File: config.mk
export PLATFORM = sky130hd
export DESIGN_NAME = bulls_cows_engine
export DESIGN_NICKNAME = d
export VERILOG_FILES = /design/src/rtl/bc_pkg.sv /design/src/rtl/bc_digit_check.sv /design/src/rtl/bulls_cows_engine.sv
export SDC_FILE = /design/constraint.sdc
export NUM_CORES = 1
export LEC_CHECK = 0
export CORE_MARGIN = 2
export CORE_UTILIZATION = 55
export CTS_CLUSTER_DIAMETER = 150
export DETAILED_ROUTE_END_ITERATION = 10
export GPL_ROUTABILITY_DRIVEN = 1
export PLACE_DENSITY = 0.8
export SLEW_MARGIN = 20
export SYNTH_ARGS = -nofsm -noshare
export SYNTH_HDL_FRONTEND = slang
export SYNTH_HIERARCHICAL = 1
export SYNTH_SLANG_ARGS = --single-unit
File: constraint.sdc
create_clock -name in_clka -period 3.5 [get_ports in_clka]
set_clock_uncertainty 0.05 [all_clocks]
set_input_delay 0.35 -clock in_clka [delete_from_list [all_inputs] [get_ports in_clka]]
set_output_delay 0.35 -clock in_clka [all_outputs]
set_load 0.02 [all_outputs]
File: src/rtl/bc_pkg.sv
// Shared types and helpers for the bulls-and-cows engine.
// Contents: FSM state encoding, count-width helper function.
package bc_pkg;

  // 3-bit state encoding, also exported on out_state.
  typedef enum logic [2:0] {
    ST_IDLE   = 3'd0,
    ST_CHK_S  = 3'd1,
    ST_WAIT   = 3'd2,
    ST_CHK_G  = 3'd3,
    ST_CMP    = 3'd4,
    ST_RESULT = 3'd5,
    ST_WIN    = 3'd6,
    ST_LOSE   = 3'd7
  } state_t;

  // Bits needed to hold counts 0..n (at least 1).
  function automatic int unsigned cnt_w(input int unsigned n);
    return (n < 1) ? 1 : $clog2(n + 1);
  endfunction

endpackage

File: src/rtl/bc_digit_check.sv
// Combinational code validator: every digit < BASE and all digits pairwise distinct.
// Ports: code (DIGITS*DIGIT_W packed digits, digit i at [i*DIGIT_W +: DIGIT_W]),
//        valid_c (1 = legal code).
module bc_digit_check #(
  parameter int unsigned DIGITS  = 4,
  parameter int unsigned DIGIT_W = 4,
  parameter int unsigned BASE    = 10
) (
  input  logic [DIGITS*DIGIT_W-1:0] code,
  output logic                      valid_c
);

  always_comb begin
    valid_c = 1'b1;
    for (int unsigned i = 0; i < DIGITS; i++) begin
      if (32'(code[i*DIGIT_W +: DIGIT_W]) >= BASE) valid_c = 1'b0;
      for (int unsigned j = i + 1; j < DIGITS; j++) begin
        if (code[i*DIGIT_W +: DIGIT_W] == code[j*DIGIT_W +: DIGIT_W]) valid_c = 1'b0;
      end
    end
  end

endmodule

File: src/rtl/bulls_cows_engine.sv
// Bulls-and-cows (1A2B) game engine: loads a secret, validates guesses and
// iteratively scores them one digit per cycle, tracking win/lose.
// Ports: in_clka clock; in_restart sync active-high reset/new game;
//        in_loadtest / in_enter single-cycle load-secret / submit-guess pulses;
//        in_ans code digits; out_Anum/out_Bnum last score; out_state FSM state;
//        out_valid score-updated pulse; out_input_error rejected-code pulse;
//        out_guess_cnt accepted guesses; out_win/out_lose game-end levels.
// Config macro: BC_ATTEMPT_LIMIT_EN enables the MAX_GUESS loss condition.
module bulls_cows_engine
  import bc_pkg::*;
#(
  parameter  int unsigned DIGITS    = 4,
  parameter  int unsigned DIGIT_W   = 4,
  parameter  int unsigned BASE      = 10,
  parameter  int unsigned MAX_GUESS = 8,
  localparam int unsigned CW        = cnt_w(DIGITS),
  localparam int unsigned GW        = cnt_w(MAX_GUESS)
) (
  input  logic                      in_clka,
  input  logic                      in_restart,
  input  logic                      in_loadtest,
  input  logic                      in_enter,
  input  logic [DIGITS*DIGIT_W-1:0] in_ans,
  output logic [CW-1:0]             out_Anum,
  output logic [CW-1:0]             out_Bnum,
  output logic [2:0]                out_state,
  output logic                      out_valid,
  output logic                      out_input_error,
  output logic [GW-1:0]             out_guess_cnt,
  output logic                      out_win,
  output logic                      out_lose
);

  localparam int unsigned N  = DIGITS * DIGIT_W;
  localparam int unsigned IW = $clog2(DIGITS);

  state_t          state;
  logic [N-1:0]    in_reg;
  logic [N-1:0]    secret;
  logic [CW-1:0]   a_acc, b_acc;
  logic [IW-1:0]   idx;
  logic            code_ok;
  logic            lose_q;

  // Single validator serves both secret and guess checks through in_reg.
  bc_digit_check #(
    .DIGITS (DIGITS),
    .DIGIT_W(DIGIT_W),
    .BASE   (BASE)
  ) u_check (
    .code   (in_reg),
    .valid_c(code_ok)
  );

  // Per-cycle scoring of guess digit idx against the whole secret.
  logic [31:0]        sh;
  logic [DIGIT_W-1:0] g_dig, s_dig;
  logic               hit_a, hit_b;
  logic [CW-1:0]      a_nxt, b_nxt;

  always_comb begin
    sh    = 32'(idx) * DIGIT_W;
    g_dig = DIGIT_W'(in_reg >> sh);
    s_dig = DIGIT_W'(secret >> sh);
    hit_a = (g_dig == s_dig);
    hit_b = 1'b0;
    for (int unsigned j = 0; j < DIGITS; j++) begin
      if ((j != 32'(idx)) && (g_dig == secret[j*DIGIT_W +: DIGIT_W])) hit_b = 1'b1;
    end
    a_nxt = a_acc + CW'(hit_a);
    b_nxt = b_acc + CW'(hit_b);
  end

  // Game FSM with registered outputs; score lands on the edge into RESULT.
  always_ff @(posedge in_clka) begin
    if (in_restart) begin
      state           <= ST_IDLE;
      in_reg          <= '0;
      secret          <= '0;
      a_acc           <= '0;
      b_acc           <= '0;
      idx             <= '0;
      out_Anum        <= '0;
      out_Bnum        <= '0;
      out_valid       <= 1'b0;
      out_input_error <= 1'b0;
      out_guess_cnt   <= '0;
      out_win         <= 1'b0;
      lose_q          <= 1'b0;
    end else begin
      out_valid       <= 1'b0;
      out_input_error <= 1'b0;
      case (state)
        ST_IDLE: begin
          if (in_loadtest) begin
            in_reg <= in_ans;
            state  <= ST_CHK_S;
          end
        end
        ST_CHK_S: begin
          if (code_ok) begin
            secret <= in_reg;
            state  <= ST_WAIT;
          end else begin
            out_input_error <= 1'b1;
            state           <= ST_IDLE;
          end
        end
        ST_WAIT: begin
          if (in_enter) begin
            in_reg <= in_ans;
            state  <= ST_CHK_G;
          end
        end
        ST_CHK_G: begin
          if (code_ok) begin
            a_acc <= '0;
            b_acc <= '0;
            idx   <= '0;
            state <= ST_CMP;
          end else begin
            out_input_error <= 1'b1;
            state           <= ST_WAIT;
          end
        end
        ST_CMP: begin
          a_acc <= a_nxt;
          b_acc <= b_nxt;
          if (idx == IW'(DIGITS - 1)) begin
            out_Anum  <= a_nxt;
            out_Bnum  <= b_nxt;
            out_valid <= 1'b1;
            if (out_guess_cnt != GW'(MAX_GUESS)) out_guess_cnt <= out_guess_cnt + GW'(1);
            state <= ST_RESULT;
          end else begin
            idx <= idx + IW'(1);
          end
        end
        ST_RESULT: begin
          if (out_Anum == CW'(DIGITS)) begin
            out_win <= 1'b1;
            state   <= ST_WIN;
          end
`ifdef BC_ATTEMPT_LIMIT_EN
          else if (out_guess_cnt == GW'(MAX_GUESS)) begin
            lose_q <= 1'b1;
            state  <= ST_LOSE;
          end
`endif
          else begin
            state <= ST_WAIT;
          end
        end
        ST_WIN, ST_LOSE: state <= state;
        default: state <= ST_IDLE;
      endcase
    end
  end

  assign out_state = state;

`ifdef BC_ATTEMPT_LIMIT_EN
  assign out_lose = lose_q;
`else
  // No attempt limit: the loss flag can never rise.
  assign out_lose = 1'b0;
`endif

endmodule

# Word level (Yosys, flattened, before mapping)
# Index checks and enable logic that the tools add are counted.
# op_classes
bitwise_logic,3
eq_ne,29
n_mux,32
addsub,4
magnitude_cmp,4
n_shift,2
n_reduce_logical,20
# op_table
op,n
== test 4 bit,11
two-way mux 16 bit,2
case mux 16 bit (2 select lines),1
>> shifter 16 x 4 -> 4 bit,2
two-way mux 3 bit,6
case mux 3 bit (6 select lines),1
greater-or-equal comparator 4 bit (second input constant),4
two-way mux 1 bit,16
== test 3 bit (second input constant),5
case mux 3 bit (2 select lines),2
!= test 2 bit (second input constant),5
AND reduction 3 bit,3
AND reduction 2 bit,4
OR reduction 2 bit,4
adder 3 x 1 -> 3 bit,2
== test 3 x 2 -> 1 bit (second input constant),2
two-way mux 2 bit,3
nonzero test 2 bit,3
adder 4 x 1 -> 4 bit (second input constant),1
logical AND 1 bit,4
!= test 2 bit (first input constant),2
!= test 4 bit (second input constant),1
case mux 2 bit (2 select lines),1
AND reduction 4 bit,1
other kinds (6),8
# totals
register_bits,56
output_inout_bits,17
word_cells,106

# Longest topological paths before layout
# Gate-level depths: netlist (run 1).
# depth
depth_word,13
mapped_depth,11
depth_no_buf,10

# By module
# Netlist (run 1), hierarchy kept.
# by_module_without_submodules
module,area_each_um2,cells_each,instances,seq_area_each_um2
bulls_cows_engine,2596.2,287,1,1121.1
bc_digit_check,286.5,37,1,0.0

# Least setup slack after synthesis (run 1)
# OpenSTA, ideal clock, no wires.
# synth_timing
path_kind,reg2reg
from,register idx[0]
to,register out_Anum[2]
t_arrival_ns,2.315
period_less_slack_ns,2.451
path_stages_with_launch,11
slack_ns,1.049
cell_sequence,dfxtp_1 -> buf_6 -> mux4_2 -> xnor2_1 -> nand4_1 -> mux2i_1 -> mux2_2 -> ha_1 -> ha_1 -> xnor2_1 -> a211oi_1
# synth_via
elab_chain_len,3
word_cells_on_any_way,6
classes_between,add/sub: 1; eq/ne: 2; shift: 2; reduce/logical: 1
# synth_rtl
item,line,source
from (decl),bulls_cows_engine.sv:41,logic [IW-1:0] idx;
from (signal assigned),bulls_cows_engine.sv:136,idx <= idx + IW'(1);
">> shifter 16 x 4 -> 4 bit, on equally long branches","bulls_cows_engine.sv:63, bulls_cows_engine.sv:64",
== test 4 bit,bulls_cows_engine.sv:65,hit_a = (g_dig == s_dig);
adder 3 x 1 -> 3 bit,bulls_cows_engine.sv:70,a_nxt = a_acc + CW'(hit_a);
to (signal assigned),bulls_cows_engine.sv:130,out_Anum <= a_nxt;
to (decl),bulls_cows_engine.sv:24,"output logic [CW-1:0] out_Anum,"
# Several ways; a longest one is shown, not always the timed one.
# A chain may end at the register's enable or synchronous reset.

# Final worst setup path (run 1)
# layout_timing
from,register idx[0]
to,register a_acc[1]
# layout_via
elab_chain_len,4
word_cells_on_any_way,5
classes_between,add/sub: 1; eq/ne: 1; shift: 2; mux: 1
# layout_rtl
item,line,source
">> shifter 16 x 4 -> 4 bit, on equally long branches","bulls_cows_engine.sv:63, bulls_cows_engine.sv:64",
== test 4 bit (*),bulls_cows_engine.sv:65,
adder 3 x 1 -> 3 bit (*),bulls_cows_engine.sv:70,
named net a_nxt[1],bulls_cows_engine.sv:59,"logic [CW-1:0] a_nxt, b_nxt;"
case mux 3 bit (2 select lines) (*),bulls_cows_engine.sv:93,case (state)
to (signal assigned),bulls_cows_engine.sv:127,a_acc <= a_nxt;
to (decl),bulls_cows_engine.sv:40,"logic [CW-1:0] a_acc, b_acc;"
# Mark *: on every way through the listed nets, which the timed path passes. The rest lies on a longest branch.

==> results of run 1 <==
[worst max-delay path: cells and delay by family (launching register included)]
family,cells,cell delay (ps)
XOR/XNOR,1,170
adder cells (fa/ha/maj),2,480
AO/OA/AOI/OAI,1,210
AND/OR/NAND/NOR,2,190
flip-flops,1,570
multiplexers,3,1010
[power by group]
| part | total [mW] | internal [mW] | switching (mW) |
|---|---|---|---|
| sequential | 0.738 | 0.666 | 0.0720 |
| combinational | 0.312 | 0.165 | 0.148 |
| clock | 0.366 | 0.159 | 0.208 |
[per-layer routing]
layer | vias up | share of wire, % | GRT usage (%)
met5 | - | 0 | 0
met4 | 0 | 0.82 | 7.09
met3 | 6 | 5.5 | 4.38
met2 | 65 | 50 | 38.7
met1 | 1093 | 44 | 30.1
li1 | 1155 | - | -
[logic make-up (layout without fill, tap and decap cells)]
family          Yosys count  in the layout
compound gates           49             49
xor+xnor                 46             46
fa+ha+maj                10             10
buf+inv                  23             49
flops                    56             56
mux                      24             24
other cells               1              1
simple gates            115            115
[placed cells by master (no fill, tap or decap), types with 2 or more instances in the layout]
cell,count
dfxtp_1,56
nand2_1,45
xnor2_1,36
nor2_1,34
clkdlybuf4s50_1,34
a21oi_1,28
mux2i_1,19
nand4_1,11
xor2_1,10
ha_1,10
o21ai_0,9
clkbuf_8,6
inv_1,5
mux4_2,4
nand3b_1,4
a22oi_1,4
nor4_1,4
nor3_1,3
nand3_1,3
nor2b_1,2
a31oi_1,2
a211oi_1,2
clkinv_2,2
[area by class of cell]
type	instances	area [sq um]	area share (%)
timing repair buffer	36	353	10.6
tap	70	87.6	2.64
sequential	56	1120	33.8
clock buffer	6	82.6	2.49
multi-input combinational	245	1640	49.5
inverter	5	18.8	0.566
clock inverter	2	10.0	0.302
[metrics by stage]
stage / setup WS (ps) / util, % / power [mW] / cell area [sq um]
floorplan: 1050 / - / 0.977 / 2880
global placement: 855 / 63.5 / 1.05 / 3220
detailed placement: 758 / 63.5 / 1.06 / 3220
CTS: 680 / 65.3 / 1.42 / 3310
global route: 506 / 65.3 / 1.49 / 3310
finish: 681 / 65.3 / 1.42 / 3310
[worst max path at each step]
stage | start | to | slack [ps] | cells past startpoint
2_1_floorplan | idx[0] | out_Anum[2] | 1050 | 10
3_3_place_gp | idx[0] | out_Anum[2] | 850 | 9
3_5_place_dp | idx[0] | a_acc[1] | 760 | 9
4_1_cts | idx[0] | a_acc[1] | 680 | 9
5_1_grt | idx[0] | b_acc[2] | 510 | 10
6_report | idx[0] | a_acc[1] | 680 | 9
==> flow_summary_export.csv, run 1 <==
group,metric,value,unit
status,status,"finished clean",
timing,rsz0062_at_grt,"no",
place,gp_congestion,0.877,
routing,drcViolationCount,0,
timing,finalCritPeriodShare,80.6,%
place,dpl.hpwl,4.21,mm
flow_run,drv_cap,0,
power_and_ir_drop,ir_drop,0.213,mV
power_and_ir_drop,p_leak,1.22,nW
logic_synthesis,synth_top_family_by_area,"simple AND/OR/NAND/NOR gates",
cells_and_area,drive_gt1_share,5.43,%
global_route,track_usage,23.0,%
clock_tree,cts_root_buf,"clkbuf_8",
timing,hold_viol,0,
logic_synthesis,syn_nets,354,
place,dp_cells,412,
worst_setup_path,cp-start-kind,"register",
min_path,min_to,"out_Bnum[0]",
logic_synthesis,synth_edf_count,0,
logic_synthesis,synth_xor_area_share,14.0,%
worst_setup_path,max_stage_delay,650,ps
logic_synthesis,synth.area.top_cells,"dfxtp_1 39%, xnor2_1 11%, mux2i_1 6.6%, nand2_1 5.9%, a21oi_1 4.9%",
worst_setup_path,r2r_end,"a_acc[1]",
clock_tree,cts_buffer_depth,2,
timing,fmaxAchievable,0.355,GHz
routing,detail_route.iter0.violations,131,
floorplanning,dieArea,5840,sq um
worst_setup_path,crit_chain,"mux4_2 > xnor2_1 > nand4_1 > mux2i_1 > mux2_2 > ha_1 > ha_1 > a22oi_1 > nor2_1",
worst_setup_path,critPathRequiredTime,3620,ps
floorplanning,die_w,76.4,um
global_route,grt_antenna_before_repair,0,
clock_tree,clkTransAtPathRegs,100,ps
floorplanning,ios,37,
logic_synthesis,synth-compound-area-share,9.64,%
global_route,grt_pass1_vias,2279,
cells_and_area,areaGrowthSynthToFinish,15.0,%
routing,drt_wl_total,6.24,mm
logic_synthesis,ys_warn_count,6,
floorplanning,start_util,56.8,%
min_path,min-delay-start,"out_Bnum[0]",
logic_synthesis,synth_simple_gate_area_share,18.8,%
timing,final-setup-viol-count,0,
logic_synthesis,synthDistinctLibCells,39,
timing,holdWs,409,ps
logic_synthesis,yosys.area.top_type,"dfxtp_1",
logic_synthesis,synth_ff_type,"dfxtp_1",
clock_tree,post-cts-setup-buffers,0,
worst_setup_path,worstSetupEndpointType,"register",
worst_setup_path,arrival,2940,ps
place,io_buffer_count,35,
routing,vias,2319,
min_path,holdCritPathClass,"reg2reg",
logic_synthesis,async_flop_share,0,%
worst_setup_path,r2r_cells,9,
worst_setup_path,crit_slowest_cell,"mux4_2",
routing,route.antenna.remaining_nets,0,
worst_setup_path,path_max_fanout,9,
logic_synthesis,netlist.area_leader.share,38.9,%
cells_and_area,fin_nets,379,
timing,worst_slew_pin_slew,996,ps
timing,maxSlewViolCount,0,
clock_tree,hold_buffers,0,
logic_synthesis,synth_fa_ha_area_share,4.34,%
min_path,hold_depth,2,
global_route,overflow,0,
routing,via_per_inst,5.52,
logic_synthesis,synthTopCellsByCount,"56 x dfxtp_1, 45 x nand2_1, 36 x xnor2_1",
logic_synthesis,synth_cells,324,
logic_synthesis,muxShareOfSynthArea,10.1,%
global_route,grt_max_degree,57,
timing,fin_crit,2820,ps
clock_tree,insertion_delay,310,ps
floorplanning,core.rowCount,26,
clock_tree,numCtsBuffers,5,
floorplanning,core,5070,sq um
worst_setup_path,ff2ff_setup_slack,680,ps
cells_and_area,n_fill_cell,438,
clock_tree,cts_tree,"yes",
logic_synthesis,avgSynthCellArea,8.90,sq um
worst_setup_path,cp_common_cell,"ha_1",
routing,first_pass_iters,4,
global_route,grt_pass1_wl,10.9,mm
routing,wl_per_cell,14.8,um
logic_synthesis,synth_most_common_cell,"dfxtp_1",
clock_tree,cts_resized,0,
cells_and_area,fin_cells,420,
worst_setup_path,critPathKind,"reg2reg",
logic_synthesis,synth_area,2880,sq um
logic_synthesis,yosysSeqAreaShare,38.9,%
timing,relSlewSlack,33.6,%
timing,finalSetupTns,0,ps
clock_tree,h-tree-depth,2,
logic_synthesis,ys_seq_elements,56,
floorplanning,die_y,76.4,um
power_and_ir_drop,power_density,428,nW/um^2
worst_setup_path,r2r_start,"idx[0]",
clock_tree,clock-sinks,56,
cells_and_area,antenna_cells,0,
(Power assumes the default switching activity.)
==> run 2: changes to the inputs <==
clock period = 2.8 ns   (was 3.5 ns; I/O delays follow)
==> flow_summary_export.csv, run 2 (synthesized netlist as in run 1, its figures left out) <==
group,metric,value,unit
timing,holdWs,406,ps
worst_setup_path,max_stage_delay,600,ps
global_route,grt_busiest_layer,"met2",
floorplanning,core.rowCount,26,
worst_setup_path,r2r_cells,10,
cells_and_area,seqCellArea,1120,sq um
worst_setup_path,arrival,2700,ps
place,gp_congestion,0.904,
timing,fmaxAchievable,0.387,GHz
floorplanning,die_y,76.4,um
floorplanning,die_w,76.4,um
routing,vias,2434,
worst_setup_path,ff2ff_setup_slack,210,ps
power_and_ir_drop,ir_drop,0.309,mV
power_and_ir_drop,power_density,541,nW/um^2
timing,fin_ws,214,ps
global_route,track_usage,23.8,%
timing,fin_crit,2590,ps
routing,first_pass_iters,4,
place,dpl.hpwl,4.83,mm
routing,drt_wl_total,6.70,mm
clock_tree,cts_root_buf,"clkbuf_8",
clock_tree,clock-sinks,56,
cells_and_area,fin_nets,398,
worst_setup_path,cp_common_cell,"ha_1",
cells_and_area,fin_cells,439,
timing,worst_slew_pin_slew,678,ps
timing,hold_viol,0,
worst_setup_path,cp-start-kind,"register",
worst_setup_path,critPathRequiredTime,2920,ps
routing,via_per_inst,5.54,
timing,finalSetupTns,0,ps
clock_tree,clkTransAtPathRegs,90,ps
clock_tree,cts_tree,"yes",
flow_run,drv_cap,0,
place,io_buffer_count,35,
routing,detail_route.iter0.violations,226,
cells_and_area,mostFrequentLayoutCells,"55 x dfxtp_1, 45 x nand2_1, 36 x xnor2_1",
timing,finalCritPeriodShare,92.4,%
worst_setup_path,worstSetupEndpointType,"register",
global_route,grt_pass1_vias,2307,
cells_and_area,post-route-util,68.4,%
cells_and_area,drive_gt1_share,10.3,%
global_route,grt_antenna_before_repair,0,
floorplanning,start_util,56.8,%
global_route,use_met2,37.7,%
global_route,grt_max_degree,40,
worst_setup_path,path_max_fanout,5,
worst_setup_path,r2r_end,"b_acc[2]",
worst_setup_path,crit_chain,"mux4_2 > xnor2_1 > nand4_1 > o22a_1 > o221ai_1 > ha_1 > ha_1 > nor2_1 > o21ai_0 > a21oi_1",
min_path,min_to,"out_Bnum[1]",
power_and_ir_drop,p_leak,1.32,nW
timing,rsz0062_at_grt,"no",
min_path,holdCritPathClass,"reg2reg",
routing,route.antenna.remaining_nets,0,
clock_tree,cts_buffer_depth,2,
cells_and_area,n_fill_cell,408,
clock_tree,h-tree-depth,2,
worst_setup_path,r2r_start,"idx[0]",
cells_and_area,final_common_cell,"dfxtp_1",
clock_tree,insertion_delay,310,ps
min_path,hold_depth,2,
cells_and_area,multi_input_area,1640,sq um
cells_and_area,antenna_cells,0,
clock_tree,post-cts-setup-buffers,0,
floorplanning,core,5070,sq um
cells_and_area,finalInstanceArea,3470,sq um
place,dp_slack,166,ps
place,dp_cells,431,
global_route,overflow,0,
floorplanning,dieArea,5840,sq um
global_route,met1_usage,32.7,%
global_route,use_met3,5.92,%
worst_setup_path,crit_slowest_cell,"mux4_2",
floorplanning,ios,37,
min_path,min-delay-start,"out_Bnum[1]",
power_and_ir_drop,power,1.88,mW
place,place_area,3360,sq um
global_route,grt_pass1_wl,11.3,mm
timing,maxSlewViolCount,0,
timing,relSlewSlack,54.8,%
clock_tree,numCtsBuffers,5,
routing,wl_per_cell,15.3,um
status,status,"finished clean",
worst_setup_path,critPathKind,"reg2reg",
timing,final-setup-viol-count,0,
cells_and_area,areaGrowthSynthToFinish,20.5,%
routing,drcViolationCount,0,
run 2: changes by cell type in the layout (fill, tap and decap cells not counted), sizes merged:
cell    previous run  this run
buf                2        21
bufinv             0         1
clkinv             2         1
run 2: worst max-delay path by stage:
stage / start / to / slack [ps] / cells after the start
after floorplan: idx[0] / out_Anum[2] / 350 / 10
after global placement: idx[0] / a_acc[1] / 280 / 9
after detailed placement: idx[0] / a_acc[1] / 170 / 9
after CTS: idx[0] / a_acc[1] / 140 / 9
after global routing: idx[0] / b_acc[2] / 0.4 / 10
final: idx[0] / b_acc[2] / 210 / 10
run 2: final cells by class:
type / count / share of cell area (%)
timing repair buffer: 55 / 14.3
inverter: 5 / 0.540
tap: 70 / 2.52
sequential: 56 / 32.3
clock inverter: 2 / 1.01
multi-input combinational: 245 / 47.3
clock buffer: 6 / 2.09
run 2: where the power goes:
group	internal (mW)	switching (mW)	leakage (nW)
clock	0.266	0.252	0.0552
sequential	0.833	0.0486	0.455
combinational	0.238	0.241	0.810
run 2: metal layers:
layer	wire length [um]	up-vias	share of wire [%]
met1	2980	1146	44
li1	-	1184	-
met5	0	-	0
met3	437	8	6.5
met4	82	0	1.2
met2	3200	96	48
run 2: worst max-delay path, delay by kind of cell, from the launching register on:
family | cells | cell delay [ps]
AO/OA/AOI/OAI | 4 | 560
multiplexers | 1 | 600
adder cells (fa/ha/maj) | 2 | 400
XOR/XNOR | 1 | 210
flip-flops | 1 | 410
AND/OR/NAND/NOR | 2 | 230
run 2: repair_timing:
action	4_1_cts	5_1_grt
resized for setup	0	1
hold buffers	0	0
setup endpoints to repair	0	6
endpoints found under the hold margin	0	0
==> run 3: changes to the inputs <==
CORE_ASPECT_RATIO = 0.8   (was default)
==> flow_summary_export.csv, run 3 (synthesized netlist as in run 1, its figures left out) <==
group,metric,value,unit
place,gp_congestion,0.932,
clock_tree,cts_root_buf,"clkbuf_8",
floorplanning,start_util,57.2,%
global_route,grt_antenna_before_repair,0,
worst_setup_path,path_max_fanout,5,
timing,rsz0062_at_grt,"no",
power_and_ir_drop,ir_drop,0.295,mV
worst_setup_path,critPathRequiredTime,2930,ps
routing,wl_per_cell,15.0,um
routing,drt_wl_total,6.47,mm
global_route,grt_max_degree,43,
timing,fin_ws,275,ps
clock_tree,cts_buffer_depth,2,
cells_and_area,fin_nets,398,
cells_and_area,areaGrowthSynthToFinish,19.6,%
floorplanning,dieArea,5840,sq um
timing,finalCritPeriodShare,90.2,%
cells_and_area,finalInstanceArea,3450,sq um
routing,highest_layer,"met4",
routing,drt-met1-wl,3.06,mm
worst_setup_path,cp_common_cell,"ha_1",
flow_run,drv_cap,0,
cells_and_area,fin_cells,431,
floorplanning,die_y,68.8,um
cells_and_area,post-route-util,68.4,%
routing,first_pass_iters,4,
worst_setup_path,r2r_cells,9,
worst_setup_path,ff2ff_setup_slack,270,ps
cells_and_area,drive_gt1_share,10.6,%
place,place_area,3350,sq um
min_path,min-delay-start,"out_Bnum[0]",
status,status,"finished clean",
global_route,overflow,0,
timing,holdWs,413,ps
worst_setup_path,worstSetupEndpointType,"register",
floorplanning,core,5040,sq um
clock_tree,post-cts-setup-buffers,0,
routing,dr_wl_met3,480,um
worst_setup_path,critPathKind,"reg2reg",
worst_setup_path,max_stage_delay,590,ps
timing,fmaxAchievable,0.396,GHz
worst_setup_path,crit_slowest_cell,"mux4_2",
power_and_ir_drop,power_density,524,nW/um^2
place,dp_cells,423,
clock_tree,numCtsBuffers,5,
timing,worst_slew_pin_slew,765,ps
min_path,min_to,"out_Bnum[0]",
timing,relSlewSlack,49.0,%
routing,wl_met2,2.87,mm
worst_setup_path,crit_chain,"mux4_2 > xnor2_1 > nand4_1 > mux2i_1 > mux2_2 > ha_1 > ha_1 > a22oi_1 > nor2_1",
place,dpl.hpwl,4.77,mm
clock_tree,insertion_delay,310,ps
worst_setup_path,r2r_start,"idx[0]",
floorplanning,core.rowCount,23,
cells_and_area,final_common_cell,"dfxtp_1",
cells_and_area,mostFrequentLayoutCells,"55 x dfxtp_1, 45 x nand2_1, 36 x xnor2_1",
cells_and_area,antenna_cells,0,
power_and_ir_drop,p_leak,1.31,nW
power_and_ir_drop,power,1.81,mW
worst_setup_path,cp-start-kind,"register",
cells_and_area,n_fill_cell,419,
clock_tree,cts_tree,"yes",
place,io_buffer_count,35,
timing,maxSlewViolCount,0,
timing,finalSetupTns,0,ps
routing,route.antenna.remaining_nets,0,
worst_setup_path,critPathBufInv,0,
routing,detail_route.iter0.violations,203,
routing,drcViolationCount,0,
worst_setup_path,arrival,2660,ps
floorplanning,die_w,84.9,um
clock_tree,clock-sinks,56,
min_path,holdCritPathClass,"reg2reg",
min_path,hold_depth,2,
timing,final-setup-viol-count,0,
worst_setup_path,critical_path.top_delay_family,"multiplexers",
routing,via_per_inst,5.63,
place,dp_slack,185,ps
global_route,track_usage,23.7,%
timing,hold_viol,0,
floorplanning,ios,37,
global_route,grt_pass1_vias,2240,
global_route,grt_pass1_wl,10.9,mm
timing,fin_crit,2530,ps
routing,vias,2425,
clock_tree,clkTransAtPathRegs,100,ps
worst_setup_path,r2r_end,"a_acc[1]",
clock_tree,h-tree-depth,2,
## run 3: worst max-delay path by stage
stage / endpoint / cells past startpoint / start / slack [ps]
final: a_acc[1] / 9 / idx[0] / 270
after global routing: b_acc[2] / 10 / idx[1] / 20
after CTS: out_Anum[2] / 9 / idx[0] / 180
after detailed placement: out_Anum[2] / 9 / idx[0] / 190
after global placement: a_acc[1] / 9 / idx[0] / 280
after floorplan: out_Anum[2] / 10 / idx[0] / 350
## run 3: repair_timing
item | 4_1_cts | 5_1_grt
gates resized for setup | 0 | 1
hold buffers | 0 | 0
endpoints found under the setup margin | 0 | 1
## run 3: layout make-up
class	instances	area (sq um)	share of cell area [%]
clock buffer	5	68.8	2.00
clock inverter	3	22.5	0.653
inverter	5	18.8	0.544
multi-input combinational	245	1640	47.6
sequential	56	1120	32.6
tap	62	77.6	2.25
timing repair buffer	55	495	14.4
## run 3: routing by layer
layer | up-vias | GRT usage [%]
met5 | - | 0
met1 | 1147 | 33.8
li1 | 1189 | -
met3 | 6 | 4.40
met2 | 83 | 37.8
met4 | 0 | 5.36
## run 3: worst min-delay path, cell delays in order (launching register included)
cell and delay (ps):
dfxtp_1 320, nand2_1 50, a21oi_1 50
## run 3: where the power goes
part / switching [mW] / total (mW) / internal [mW]
Sequential: 0.0447 / 0.878 / 0.833
Clock: 0.273 / 0.453 / 0.180
Combinational: 0.239 / 0.477 / 0.238
Total: 0.556 / 1.81 / 1.25
